`config.mk`:
```
export PLATFORM = sky130hd
export DESIGN_NAME = byte_coalesce_buffer
export DESIGN_NICKNAME = d
export VERILOG_FILES = /design/src/rtl/byte_coalesce_buffer.sv
export SDC_FILE = /design/constraint.sdc
export NUM_CORES = 1
export LEC_CHECK = 0
export ABC_CLOCK_PERIOD_IN_PS = 7000
export CAP_MARGIN = 0
export CORE_ASPECT_RATIO = 1.25
export CORE_MARGIN = 1.5
export CORE_UTILIZATION = 45
export CTS_CLUSTER_SIZE = 40
export DETAILED_ROUTE_END_ITERATION = 10
export GPL_TIMING_DRIVEN = 0
export PLACE_DENSITY = 0.65
export SYNTH_ARGS = -nofsm -noshare
export SYNTH_HDL_FRONTEND = slang
export SYNTH_SLANG_ARGS = --single-unit
```
`constraint.sdc`:
```
create_clock -name clk -period 7 [get_ports clk]
set_input_delay 1.4 -clock clk [delete_from_list [all_inputs] [get_ports clk]]
set_output_delay 1.4 -clock clk [all_outputs]
set_load 0.01 [all_outputs]
```
`src/rtl/byte_coalesce_buffer.sv`:
```
// Merges byte-masked write beats into full words and queues finished words in a small output FIFO.
// Define BYTE_COALESCE_TIMEOUT_EN to auto-flush a partial word after TIMEOUT_CYC idle cycles.
module byte_coalesce_buffer #(
   parameter int DATA_W      = 32,
   parameter int DEPTH       = 4,
   parameter int TIMEOUT_CYC = 16
) (
   input  logic                       clk,
   input  logic                       rst_n,
   input  logic                       in_valid,
   output logic                       in_ready,
   input  logic [DATA_W-1:0]          in_data,
   input  logic [DATA_W/8-1:0]        in_byte_en,
   input  logic                       in_flush,
   output logic                       out_valid,
   input  logic                       out_ready,
   output logic [DATA_W-1:0]          out_data,
   output logic [DATA_W/8-1:0]        out_be,
   output logic [$clog2(DEPTH+1)-1:0] occupancy,
   output logic                       merging
);

   localparam int NBYTES = DATA_W / 8;
   localparam int OCC_W  = $clog2(DEPTH + 1);
   localparam int PTR_W  = $clog2(DEPTH);
   localparam logic [OCC_W-1:0] DEPTH_C  = OCC_W'(DEPTH);
   localparam logic [PTR_W-1:0] PTR_LAST = PTR_W'(DEPTH - 1);

   if ((DATA_W % 8) != 0 || DATA_W < 16) begin : g_bad_width
      $error("byte_coalesce_buffer: DATA_W must be a multiple of 8 and >= 16");
   end
   if (DEPTH < 2) begin : g_bad_depth
      $error("byte_coalesce_buffer: DEPTH must be >= 2");
   end
   if (TIMEOUT_CYC < 1) begin : g_bad_timeout
      $error("byte_coalesce_buffer: TIMEOUT_CYC must be >= 1");
   end

   typedef enum logic {IDLE, MERGING} state_e;

   state_e              state_q, state_d;
   logic [DATA_W-1:0]   acc_data_q, acc_data_d;
   logic [NBYTES-1:0]   acc_mask_q, acc_mask_d;
   logic [DATA_W-1:0]   mem_data_q [DEPTH];
   logic [NBYTES-1:0]   mem_be_q   [DEPTH];
   logic [PTR_W-1:0]    wr_ptr_q, rd_ptr_q;
   logic [OCC_W-1:0]    count_q, count_d;

   logic                accept, push, pop;
   logic [DATA_W-1:0]   merged, push_data;
   logic [NBYTES-1:0]   nmask, push_be;

   assign in_ready  = (count_q < DEPTH_C);
   assign out_valid = (count_q != '0);
   assign out_data  = mem_data_q[rd_ptr_q];
   assign out_be    = mem_be_q[rd_ptr_q];
   assign occupancy = count_q;
   assign merging   = (state_q == MERGING);

   assign accept = in_valid & in_ready;
   assign pop    = out_valid & out_ready;
   assign nmask  = acc_mask_q | in_byte_en;

   always_comb begin
      merged = acc_data_q;
      for (int i = 0; i < NBYTES; i++) begin
         if (in_byte_en[i]) merged[8*i +: 8] = in_data[8*i +: 8];
      end
   end

`ifdef BYTE_COALESCE_TIMEOUT_EN
   localparam int TMO_W = $clog2(TIMEOUT_CYC + 1);
   localparam logic [TMO_W-1:0] TMO_LAST = TMO_W'(TIMEOUT_CYC - 1);
   logic [TMO_W-1:0] tmo_q, tmo_d;
`endif

   // Next-state: an accepted beat always wins over a timeout push in the same cycle.
   always_comb begin
      acc_data_d = acc_data_q;
      acc_mask_d = acc_mask_q;
      push       = 1'b0;
      push_data  = '0;
      push_be    = '0;
`ifdef BYTE_COALESCE_TIMEOUT_EN
      tmo_d      = tmo_q;
`endif
      if (accept) begin
`ifdef BYTE_COALESCE_TIMEOUT_EN
         tmo_d = '0;
`endif
         if ((&nmask) || (in_flush && (|nmask))) begin
            push       = 1'b1;
            push_data  = merged;
            push_be    = nmask;
            acc_data_d = '0;
            acc_mask_d = '0;
         end else if (|nmask) begin
            acc_data_d = merged;
            acc_mask_d = nmask;
         end
      end
`ifdef BYTE_COALESCE_TIMEOUT_EN
      else if (state_q == MERGING) begin
         if (tmo_q >= TMO_LAST) begin
            if (in_ready) begin
               push       = 1'b1;
               push_data  = acc_data_q;
               push_be    = acc_mask_q;
               acc_data_d = '0;
               acc_mask_d = '0;
               tmo_d      = '0;
            end
         end else begin
            tmo_d = tmo_q + 1'b1;
         end
      end
`endif
      state_d = (acc_mask_d != '0) ? MERGING : IDLE;
      count_d = count_q + OCC_W'(push) - OCC_W'(pop);
   end

   always_ff @(posedge clk or negedge rst_n) begin
      if (!rst_n) begin
         state_q    <= IDLE;
         acc_data_q <= '0;
         acc_mask_q <= '0;
         count_q    <= '0;
         wr_ptr_q   <= '0;
         rd_ptr_q   <= '0;
`ifdef BYTE_COALESCE_TIMEOUT_EN
         tmo_q      <= '0;
`endif
         for (int i = 0; i < DEPTH; i++) begin
            mem_data_q[i] <= '0;
            mem_be_q[i]   <= '0;
         end
      end else begin
         state_q    <= state_d;
         acc_data_q <= acc_data_d;
         acc_mask_q <= acc_mask_d;
         count_q    <= count_d;
`ifdef BYTE_COALESCE_TIMEOUT_EN
         tmo_q      <= tmo_d;
`endif
         if (push) begin
            mem_data_q[wr_ptr_q] <= push_data;
            mem_be_q[wr_ptr_q]   <= push_be;
            wr_ptr_q <= (wr_ptr_q == PTR_LAST) ? '0 : wr_ptr_q + 1'b1;
         end
         if (pop) begin
            rd_ptr_q <= (rd_ptr_q == PTR_LAST) ? '0 : rd_ptr_q + 1'b1;
         end
      end
   end

endmodule
```
# After elaboration in Yosys (flattened, before gate mapping)
# Cells that the tools add are included.
# word_totals
ff_bits	188
inputBits	41
output_inout_bits	42
word_cells	68
# classes
add_sub_neg	4
n_lt_le_gt_ge	4
eq_ne	2
mux	30
n_bitwise	5
reduce_logical	9
# ops
cell	n
32-bit 2-to-1 mux	7
128-bit bitwise mux	1
32-bit binary-select mux with 2-bit select	1
32-bit demux with 2-bit select	1
4-bit 2-to-1 mux	8
8-bit 2-to-1 mux	4
16-bit bitwise mux	1
4-bit binary-select mux with 2-bit select	1
4-bit demux with 2-bit select	1
3-bit >= comparator (second input constant)	2
2-bit NOT with 3-bit output	2
2-bit by 1-bit adder with 2-bit output (second input constant)	2
2-bit == test (second input constant)	2
2-bit 2-to-1 mux	2
4-bit bitwise OR	1
4-bit AND reduction	1
4-bit nonzero test	1
4-bit OR reduction	1
3-bit by 1-bit adder with 3-bit output	1
3-bit by 1-bit < comparator with 1-bit output (second input constant)	1
3-bit < comparator (second input constant)	1
1-bit 2-to-1 mux	3
3-bit nonzero test	1
3-bit by 1-bit subtractor with 3-bit output	1
5 further kinds	7

# Longest topological paths before layout
# depth
word_depth	8
mapped_depth	13
depth_no_buf	11

# Worst setup path after synthesis
# OpenSTA, ideal clock, no wires.
# synth_path
kind	input to register
startpoint	input in_byte_en[3]
endpoint	register count_q[2], in the netlist occupancy[2]
setup_time_ns	0.127
t_arrival_ns	3.708
required_time_ns	6.873
path_slack_ns	3.165
cell_stages	11
n_path_buf	0
cell_sequence	or4_4 > o21ai_4 > a21boi_1 > inv_1 > ha_1 > inv_1 > ha_1 > inv_1 > fa_1 > xnor2_1 > xnor2_1
# synth_between
elab_chain_len	8
word_cells_on_any_way	9
cone_classes	add/sub: 2; mux: 2; bitwise: 1; reduce/logical: 4
# synth_rtl
element	line	text
start: declaration	13	input logic [DATA_W/8-1:0] in_byte_en,
4-bit bitwise OR (*)	62	assign nmask = acc_mask_q | in_byte_en;
4-bit OR reduction	91	if ((&nmask) || (in_flush && (|nmask))) begin
1-bit logical AND	91	
1-bit logical OR (*)	91	
1-bit 2-to-1 mux (*)	91	
1-bit 2-to-1 mux (*)	87	if (accept) begin
3-bit by 1-bit adder with 3-bit output (*)	119	count_d = count_q + OCC_W'(push) - OCC_W'(pop);
3-bit by 1-bit subtractor with 3-bit output (*)	119	
via count_d[2]	47	logic [OCC_W-1:0] count_q, count_d;
end signal: assignment	141	count_q <= count_d;
end: declaration	47	
# Mark *: on every way through the listed nets, which the timed path passes. The rest lies on a longest branch.
# A chain may end at the register's enable or synchronous reset.

# Worst setup path after layout
# layout_path
startpoint	register rd_ptr_q[0]
endpoint	output out_data[19]
# layout_between
elab_chain_len	4
# layout_rtl
element	line	text
start: declaration	46	logic [PTR_W-1:0] wr_ptr_q, rd_ptr_q;
start signal: assignment	151	rd_ptr_q <= (rd_ptr_q == PTR_LAST) ? '0 : rd_ptr_q + 1'b1;
2-bit NOT with 3-bit output (implied by the code)	55	assign out_data = mem_data_q[rd_ptr_q];
32-bit binary-select mux with 2-bit select	55	
32-bit 2-to-1 mux (implied by the code) (2 in series)	55	
end: declaration	17	output logic [DATA_W-1:0] out_data,
# Every way passes these cells. The select of a mux whose other input is x is not followed.

==> load_flow_metrics.sql <==
INSERT INTO impl_metrics (metric_group, metric, value, unit) VALUES
('pwr', 'p_leak', '4.50', 'nW'),
('clocking', 'tritoncts', 'yes', ''),
('worst_setup_path', 'crit_family', 'buffers and inverters', ''),
('outcome', 'status', 'finished, final reports clean', ''),
('logic_synthesis', 'post_synth_instance_area', '8580', 'sq um'),
('job', 'maxCapViolCount', '0', ''),
('clocking', 'cts_resized', '0', ''),
('place', 'hpwl', '12200', 'um'),
('timing', 'max_slew.worst_pin.slew', '997', 'ps'),
('worst_setup_path', 'end_kind', 'primary output', ''),
('timing', 'hold_viol_final', '0', ''),
('pwr', 'power.share.combinational', '0.423', ''),
('logic_synthesis', 'synth_warnings', '0', ''),
('global_route', 'global_route.overflow_total', '0', ''),
('cells_and_area', 'area_growth_syn_to_layout', '19.4', '%'),
('drt', 'viasPerCell', '5.59', ''),
('logic_synthesis', 'synth.net_count', '574', ''),
('logic_synthesis', 'sequential_fraction_of_the_synthesis_area', '0.549', ''),
('drt', 'antenna_violating_nets_post_route', '0', ''),
('floorplan', 'core_region_area', '18700', 'sq um'),
('logic_synthesis', 'synth_edf_count', '0', ''),
('worst_setup_path', 'critical_path.cell_chain', 'clkbuf_1, buf_2, mux4_2, clkdlybuf4s50_1', ''),
('drt', 'dr_total_vias', '4861', ''),
('global_route', 'number_of_antenna_violations_at_the_first_check_in_global_routing', '1', ''),
('drt', 'initialDrtViolationCount', '266', ''),
('clocking', 'ctsHoldBuffers', '0', ''),
('timing', 'final_max_slew_viol_count', '0', ''),
('logic_synthesis', 'postSynthRegisterBits', '188', ''),
('worst_setup_path', 'arrival', '3040', 'ps'),
('drt', 'route.detailed.drc', '0', ''),
('drt', 'drtPass1Iterations', '4', ''),
('worst_setup_path', 'crit_path_top_delay_cell', 'clkbuf_1', ''),
('global_route', 'grt_pass1_wl', '29800', 'um'),
('drt', 'wl', '18500', 'um'),
('pwr', 'cell_internal_pwr', '3.24', 'mW'),
('pwr', 'clock_power_share', '0.186', ''),
('logic_synthesis', 'postSynth.topFlopCell', 'dfrtp_1', ''),
('worst_setup_path', 'path_class', 'flop to primary output', ''),
('logic_synthesis', 'ys_async_sr_fraction', '1.00', ''),
('place', 'port-buffer-count', '82', ''),
('place', 'place_congestion', '0.778', ''),
('clocking', 'clock_tree.buffer_depth', '2', ''),
('global_route', 'maximum_number_of_pins_on_one_net_before_global_route_repair', '123', ''),
('pwr', 'share_seq_of_total_power', '0.392', ''),
('floorplan', 'initial_core_util', '0.458', ''),
('floorplan', 'floorplan.rows', '56', ''),
('logic_synthesis', 'yosys.cell_types.count', '30', ''),
('timing', 'min_period', '4440', 'ps'),
('floorplan', 'design.portCount', '83', ''),
('timing', 'rsz0062_at_grt', 'no', ''),
('worst_setup_path', 'crit_fanout', '10', ''),
('cells_and_area', 'post_route_cells_drive_above_1_share', '0.426', ''),
('pwr', 'power_per_cell_area', '456', 'nW/um^2'),
('worst_setup_path', 'setup.worst_path.start_class', 'flop', ''),
('pwr', 'sw_frac_of_total', '0.305', ''),
('logic_synthesis', 'syn-instance-count', '525', ''),
('clocking', 'cts-buffers-inserted', '17', ''),
('timing', 'final-setup-viol-count', '0', ''),
('cells_and_area', 'finish.net_count', '676', ''),
('logic_synthesis', 'post_synthesis_area_per_instance', '16.3', 'sq um'),
('clocking', 'cts.sinks', '188', ''),
('pwr', 'switching_pwr', '1.42', 'mW'),
('timing', 'fmax', '225', 'MHz'),
('clocking', 'root_buf_cell', 'clkbuf_16', ''),
('timing', 'timing.slew.headroom', '0.335', ''),
('floorplan', 'die_width', '126', 'um'),
('worst_setup_path', 'cp_num_buf_inv', '3', ''),
('cells_and_area', 'finish.utilization', '0.547', ''),
('timing', 'final.setup_skew', '8.45', 'ps'),
('global_route', 'grt.total_usage', '0.200', ''),
('floorplan', 'die_h', '157', 'um'),
('worst_hold_path', 'min-delay-path-class', 'flop to flop', ''),
('clocking', 'cts_htree_levels', '4', ''),
('clocking', 'postCtsSetupBuffers', '0', ''),
('worst_setup_path', 'cp_max_stage_delay', '660', 'ps'),
('global_route', 'grt_pass1_vias', '5395', ''),
('clocking', 'worst_setup_hold_path_clk_slew', '60', 'ps'),
('worst_setup_path', 'worst_ep_required_time', '5600', 'ps'),
('clocking', 'insertion_delay', '430', 'ps'),
('pwr', 'worst_ir_drop_vdd', '0.211', 'mV'),
('cells_and_area', 'number_of_antenna_repair_diodes', '0', ''),
('timing', 'setup-tns-final', '0', 'ps'),
('drt', 'routedWlPerCell', '21.2', 'um'),
('floorplan', 'floorplan.die_area', '19900', 'sq um'),
('timing', 'post-route-period-util', '0.634', '');
synthesized netlist by cell type, types with 2 or more instances:
cell | instances | area (sq um)
mux2_4 | 30 | 450
ha_1 | 7 | 87.6
dfrtp_1 | 188 | 4700
a21oi_4 | 4 | 65.1
or2_2 | 3 | 18.8
inv_1 | 8 | 30.0
xnor2_1 | 2 | 17.5
buf_1 | 2 | 7.51
clkbuf_1 | 9 | 33.8
nor2_1 | 6 | 22.5
a21oi_1 | 5 | 25.0
a22o_1 | 32 | 280
nand2_1 | 6 | 22.5
mux2_2 | 145 | 1630
buf_6 | 12 | 135
a21o_1 | 5 | 37.5
a32o_1 | 4 | 40.0
buf_2 | 9 | 45.0
mux4_2 | 36 | 811
or4_4 | 2 | 22.5
per-stage QoR:
stage	setup WS [ps]	hold slack [ps]	cell area, sq um	instances	total power, mW
2_1_floorplan	3160	461	8580	525	3.06
3_3_place_gp	-2750	483	9690	839	3.75
3_5_place_dp	2130	483	9720	840	3.85
4_1_cts	2470	502	10200	870	4.74
5_1_grt	2310	515	10200	870	4.96
6_report	2560	495	10200	870	4.67
flip-flops by register name, summed over array words and instances, names as in the netlist:
name and cells:
acc_data_q 32, acc_mask_q 4, mem_be_q 16, mem_data_q 128, merging 1, occupancy 3
rd_ptr_q 2, wr_ptr_q 2
power by group through the flow:
stage | registers [mW] | logic (mW) | clock network, mW
2_1_floorplan | 1.76 | 1.30 | 0
3_3_place_gp | 1.81 | 1.95 | 0
3_5_place_dp | 1.84 | 2.01 | 0
4_1_cts | 1.83 | 2.01 | 0.893
5_1_grt | 1.89 | 2.12 | 0.945
6_report | 1.83 | 1.97 | 0.868
worst register-to-register path: stages (launching register included):
cell and delay (ps):
dfrtp_1 430, nor2b_1 400, clkbuf_1 380, a21boi_1 650, inv_1 110, ha_1 310, inv_1 60, ha_1 130
inv_1 50, fa_1 380, xnor2_1 210, xnor2_1 140
metal layers:
| layer | GRT usage | wire length (um) | vias to the layer above | share of wire |
|---|---|---|---|---|
| met5 | 0 | 0 | - | 0 |
| met4 | 0.0575 | 233 | 0 | 0.013 |
| met3 | 0.0435 | 779 | 17 | 0.042 |
| met2 | 0.342 | 9550 | 90 | 0.52 |
| met1 | 0.256 | 7910 | 2590 | 0.43 |
| li1 | - | - | 2164 | - |
placed cells by master (no fill, tap or decap):
cell	instances
a21boi_1	1
a21o_1	5
a21oi_1	5
a21oi_4	4
a22o_1	32
a32o_1	4
buf_1	2
buf_16	1
buf_2	9
buf_6	12
buf_8	1
clkbuf_1	11
clkbuf_16	17
clkbuf_8	3
clkdlybuf4s50_1	81
clkinv_2	6
clkinvlp_4	2
dfrtp_1	188
fa_1	1
ha_1	7
inv_1	8
mux2_2	145
mux2_4	30
mux4_2	36
nand2_1	6
nor2_1	6
nor2b_1	1
nor3_1	1
nor3b_1	1
o2111ai_1	1
o21ai_0	1
o21ai_1	1
o21ai_4	1
or2_2	3
or3_1	1
or4_4	2
xnor2_1	2
logic make-up (layout without fill, tap and decap cells):
kind of cell               count (synthesis)  after routing  synth area share
muxes                                    211            211             0.337
DFF                                      188            188             0.549
AOI/OAI and AO/OA                         55             55            0.0572
buffers and inverters                     40            153            0.0293
and+or+nand+nor                           21             21            0.0130
adders and majority gates                  8              8            0.0125
xor gates and xnor gates                   2              2           0.00204
cell type report:
type / count / area, sq um
Fill cell: 1516 / 8470
Sequential cell: 188 / 4700
Multi-Input combinational cell: 297 / 3620
Timing Repair Buffer: 83 / 853
Clock buffer: 22 / 474
Tap cell: 232 / 290
Buffer: 32 / 221
Clock inverter: 8 / 45.0
Inverter: 8 / 30.0
worst paths after layout:
check                             startpoint              end  slack, ps  cells past startpoint
worst max register to register  occupancy[2]     occupancy[2]       3690                     11
min in group asynchronous              rst_n  mem_data_q[125]        910                      1
worst max-delay path             rd_ptr_q[0]     out_data[19]       2560                      4
worst min-delay path             mem_be_q[4]      mem_be_q[4]        490                      1
worst min register to register   mem_be_q[4]      mem_be_q[4]        490                      1
max in group asynchronous              rst_n   mem_data_q[43]       5110                      2
Note: power is estimated with default switching activity, not from simulation.
==> RTL edit 1, RTL diff (same flow settings) <==
Add a define of `BYTE_COALESCE_TIMEOUT_EN`.
--- a/src/rtl/byte_coalesce_buffer.sv
+++ b/src/rtl/byte_coalesce_buffer.sv
@@ -1,5 +1,7 @@
 // Merges byte-masked write beats into full words and queues finished words in a small output FIFO.
 // Define BYTE_COALESCE_TIMEOUT_EN to auto-flush a partial word after TIMEOUT_CYC idle cycles.
+`define BYTE_COALESCE_TIMEOUT_EN
+
 module byte_coalesce_buffer #(
    parameter int DATA_W      = 32,
    parameter int DEPTH       = 4,
Behaviour: no difference found for any inputs over 4 cycles, from zero or initial values and one cycle with rst_n low; that may be too few to reach the edited logic, so the function may still have changed.
==> RTL edit 1 against the original RTL <==
Sequential power decreased by 9.8%; utilization increased by 0.30 points; wire length increased by 7.1%; final cell count increased by 9.4%; worst setup slack got worse by 0.33 ns; clock skew about the same; combinational power decreased by 32%; highest routed layer is now met5; sequential cell count increased by 5; maximum frequency decreased by 7.0%; total power decreased by 14%; synthesized area increased by 2.7%; final area increased by 3.9%.
==> RTL edit 1: results (changes against the original RTL) <==
Status: finished clean
Cells after DPL: 920 (+9.5%)
Yosys cell types: 42 (+40%)
Post-Syn Nets: 624 (+8.7%)
Largest net degree at the start of global routing: 99 (-20%)
Clk cell area share: 5.88% (+0.81 points)
Compound-gate portion of the synthesized area: 9.35% (+3.6 points)
Vias in the first global route: 5,924 (+9.8%)
GRT Total Usage: 20.7% (+0.69 points)
GR Layer Usage met1: 26.6% (+0.99 points)
Routing usage on met2: 34.7% (+0.48 points)
Global-route wire length before repair: 32.4 mm (+8.8%)
Mux share of post-synthesis cell area: 27.9% (-5.9 points)
Signal buffers: 110 (-4.3%)
Crit-path slowest cell: buf_1
Wire length on met1: 8.38 mm (+6.0%)
R2R depth: 7 (-4)
Vias: 5,399 (+11%)
# port buffers: 81 (-1.2%)
Reg area: 4830 um^2 (+2.7%)
DRT iter0 DRCs: 329 (+24%)
Highest Signal Layer: met5
Hold path startpoint: mem_data_q[8]
Layout Nets: 725 (+7.2%)
Placed instance area: 10,000 um^2 (+3.0%)
FF-to-FF setup slack: 3.65 ns (-0.04 ns)
GRT met3 Usage: 4.74% (+0.39 points)
Logic inverters: 14 (+6)
Metal2 WL: 10.2 mm (+6.7%)
Fin cells: 952 (+9.4%)
Yosys reg bits: 193 (+2.7%)
Non-clock buffer share: 9.86% (-0.64 points)
LEAKAGE: 5.05 nW (+12%)
Mapped Cells: 573 (+9.1%)
Slew Limit Headroom: 14.8% (-19 points)
-- RTL edit 1: changes by cell type in the layout (fill, tap and decap cells not counted), sizes merged, moves of 5 or more --
cell / before / now
o21ai: 3 / 8
a21oi: 9 / 4
nand3: 0 / 7
dfrtp: 188 / 193
a22o: 32 / 64
nor2: 6 / 15
inv: 8 / 17
mux2: 175 / 145
nor3: 1 / 7
-- RTL edit 1: metrics by stage --
| step | util, % | setup slack (ns) | total power, mW |
|---|---|---|---|
| 2_1_floorplan | - | 3.11 | 2.48 |
| 3_3_place_gp | 51.5 | -2.92 | 2.94 |
| 3_5_place_dp | 51.8 | 2.24 | 3.02 |
| 4_1_cts | 55.0 | 2.07 | 4.06 |
| 5_1_grt | 55.0 | 1.89 | 4.24 |
| 6_report | 55.0 | 2.23 | 4.01 |
-- RTL edit 1: report_power, final --
group / internal [mW] / switching, mW
combinational: 0.704 / 0.628
sequential: 1.45 / 0.200
clock: 0.609 / 0.424
total: 2.76 / 1.25
==> RTL edit 2, RTL diff (same settings) <==
Made on the original files. Take the reset off `acc_data_q` and load it in a clocked block of its own.
--- a/src/rtl/byte_coalesce_buffer.sv
+++ b/src/rtl/byte_coalesce_buffer.sv
@@ -122,7 +122,6 @@
    always_ff @(posedge clk or negedge rst_n) begin
       if (!rst_n) begin
          state_q    <= IDLE;
-         acc_data_q <= '0;
          acc_mask_q <= '0;
          count_q    <= '0;
          wr_ptr_q   <= '0;
@@ -136,7 +135,6 @@
          end
       end else begin
          state_q    <= state_d;
-         acc_data_q <= acc_data_d;
          acc_mask_q <= acc_mask_d;
          count_q    <= count_d;
 `ifdef BYTE_COALESCE_TIMEOUT_EN
@@ -153,4 +151,8 @@
       end
    end
 
+   always_ff @(posedge clk) begin
+      acc_data_q <= acc_data_d;
+   end
+
 endmodule
Formal check against the unedited RTL: not equivalent (a bounded check fails within 4 cycles, from zero or initial values and one cycle with rst_n low).
==> RTL edit 2 against the original RTL <==
Worst setup slack improved by 0.051 ns; synthesized area about the same; sequential power grew 2%; sequential cell count unchanged; wire length down 2.5%; final area increased by 1.2%; total power up 4.1%; largest cell class unchanged; first-iteration DRC count is 28% lower.
==> RTL edit 2: results (changes against the original RTL) <==
Status: finished clean
Yosys cell types: 33 (+10%)
Post-Syn Nets: 575 (+0.17%)
DRT iter0 DRCs: 192 (-28%)
Post-synth EDFFs: 32 (+32)
Hold path startpoint: mem_data_q[28]
HPWL Detailed: 12.3 mm (+1.0%)
Num CTS Buffers: 17 (unchanged)
Vias/cell: 5.46 (-2.3%)
Metal2 WL: 9.21 mm (-3.6%)
Compound-gate portion of the synthesized area: 2.30% (-3.4 points)
Layout Nets: 678 (+0.30%)
Synth Area in Adders: 1.25% (about the same)
Ranking of synthesized cells by area: dfrtp_1, mux2_1, edfxtp_1
Antenna Nets Post-Route: 0 (unchanged)
Peak supply drop: 0.210 mV (-0.53%)
Seq/Total Area, Yosys: 56.7% (+1.9 points)
Worst reg2reg path startpoint: acc_mask_q[1]
Vias in the first global route: 5,325 (-1.3%)
Routed Wire Length: 18.0 mm (-2.5%)
Initial antenna violation count: 0 (-1)
Global-route wire length before repair: 29.3 mm (-1.6%)
Hold Path Sink: mem_data_q[28]
Clock transition at path regs: 0.07 ns
FF-to-FF setup slack: 4.24 ns (+0.55 ns)
Setup Skew: 0.00983 ns (+0.00139 ns)
Data arrival time of the critical path: 2.99 ns (-0.05 ns)
Actual slew at the worst max-slew pin: 1.02 ns (+0.0234 ns)
Final Wtd Congestion: 0.810 (+4.1%)
Fill count: 1,517 (+0.066%)
GRT Total Usage: 19.8% (-0.13 points)
Layout cells sized above 1: 24.5% (-18 points)
Post-Synth XOR/XNOR Area: 0.204% (about the same)
LEAKAGE: 4.18 nW (-7.0%)
Most instantiated cells after synthesis: dfrtp_1, mux2_1, mux2_2
Post-synth ARST share: 83.0% (-17 points)
Min Hold Slack: 0.487 ns (-0.00809 ns)
Mux share of post-synthesis cell area: 32.9% (-0.80 points)
Met3 routed WL: 507 um (-35%)
Wire length on met1: 7.94 mm (+0.43%)
Largest net degree at the start of global routing: 85 (-31%)
## RTL edit 2: cell count changes in the layout (fill, tap and decap cells not counted), moves of 5 or more
| cell | unedited run | this run |
|---|---|---|
| mux2_2 | 145 | 59 |
| buf_2 | 9 | 3 |
| mux2_1 | 0 | 120 |
| edfxtp_1 | 0 | 32 |
| mux2_4 | 30 | 0 |
| nor2b_1 | 1 | 33 |
| a22o_1 | 32 | 0 |
| dfrtp_1 | 188 | 156 |
| clkinv_2 | 6 | 1 |
## RTL edit 2: cell type report
type / instances / area share, %
well taps: 232 / 2.80
repair buffers: 84 / 8.39
plain buffers: 28 / 1.92
clock buffers: 19 / 4.37
inverters: 8 / 0.290
multi-input cells: 302 / 33.7
flip-flops and latches: 188 / 46.9
clock inverters: 13 / 1.62
## RTL edit 2: kinds of logic (layout without fill, tap and decap cells)
logic type | Yosys count | count (layout)
xor gates and xnor gates | 2 | 2
buffers and inverters | 36 | 152
adders and majority gates | 8 | 8
muxes | 215 | 215
DFF | 188 | 188
and+or+nand+nor | 58 | 58
AOI/OAI and AO/OA | 19 | 19
## RTL edit 2: critical path: stages (launching register included)
cell and delay, ns:
dfrtp_1 0.36, clkbuf_1 0.61, buf_1 0.66, mux4_2 0.44, clkdlybuf4s50_1 0.50
## RTL edit 2: power breakdown
part / total, mW / internal (mW) / switching [mW]
combinational: 1.99 / 1.15 / 0.843
clock: 0.997 / 0.582 / 0.414
sequential: 1.87 / 1.63 / 0.247
total: 4.86 / 3.36 / 1.50
## RTL edit 2: routing by layer
| layer | up-vias | track usage (%) |
|---|---|---|
| li1 | 2155 | - |
| met1 | 2498 | 24.8 |
| met2 | 90 | 34.4 |
| met3 | 26 | 3.91 |
| met4 | 0 | 7.28 |
| met5 | - | 0 |
## RTL edit 2: through the flow
stage	instances	setup slack, ns	area (um^2)
after floorplan	526	3.52	8580
after global placement	840	-1.47	9690
after detailed placement	842	2.68	9750
after CTS	874	2.61	10400
after global routing	874	2.50	10400
final	874	2.61	10400
## RTL edit 2: worst max-delay path by stage
| stage | startpoint | end | slack (ns) |
|---|---|---|---|
| detailed placement | in_byte_en[0] | occupancy[2] | 2.68 |
| global placement | rst_n | mem_data_q[2] | -1.47 |
| floorplan | in_byte_en[3] | acc_data_q[0] | 3.52 |
| CTS | rd_ptr_q[1] | out_data[17] | 2.61 |
| global route | rd_ptr_q[1] | out_data[17] | 2.50 |
| finish | rd_ptr_q[1] | out_data[18] | 2.61 |
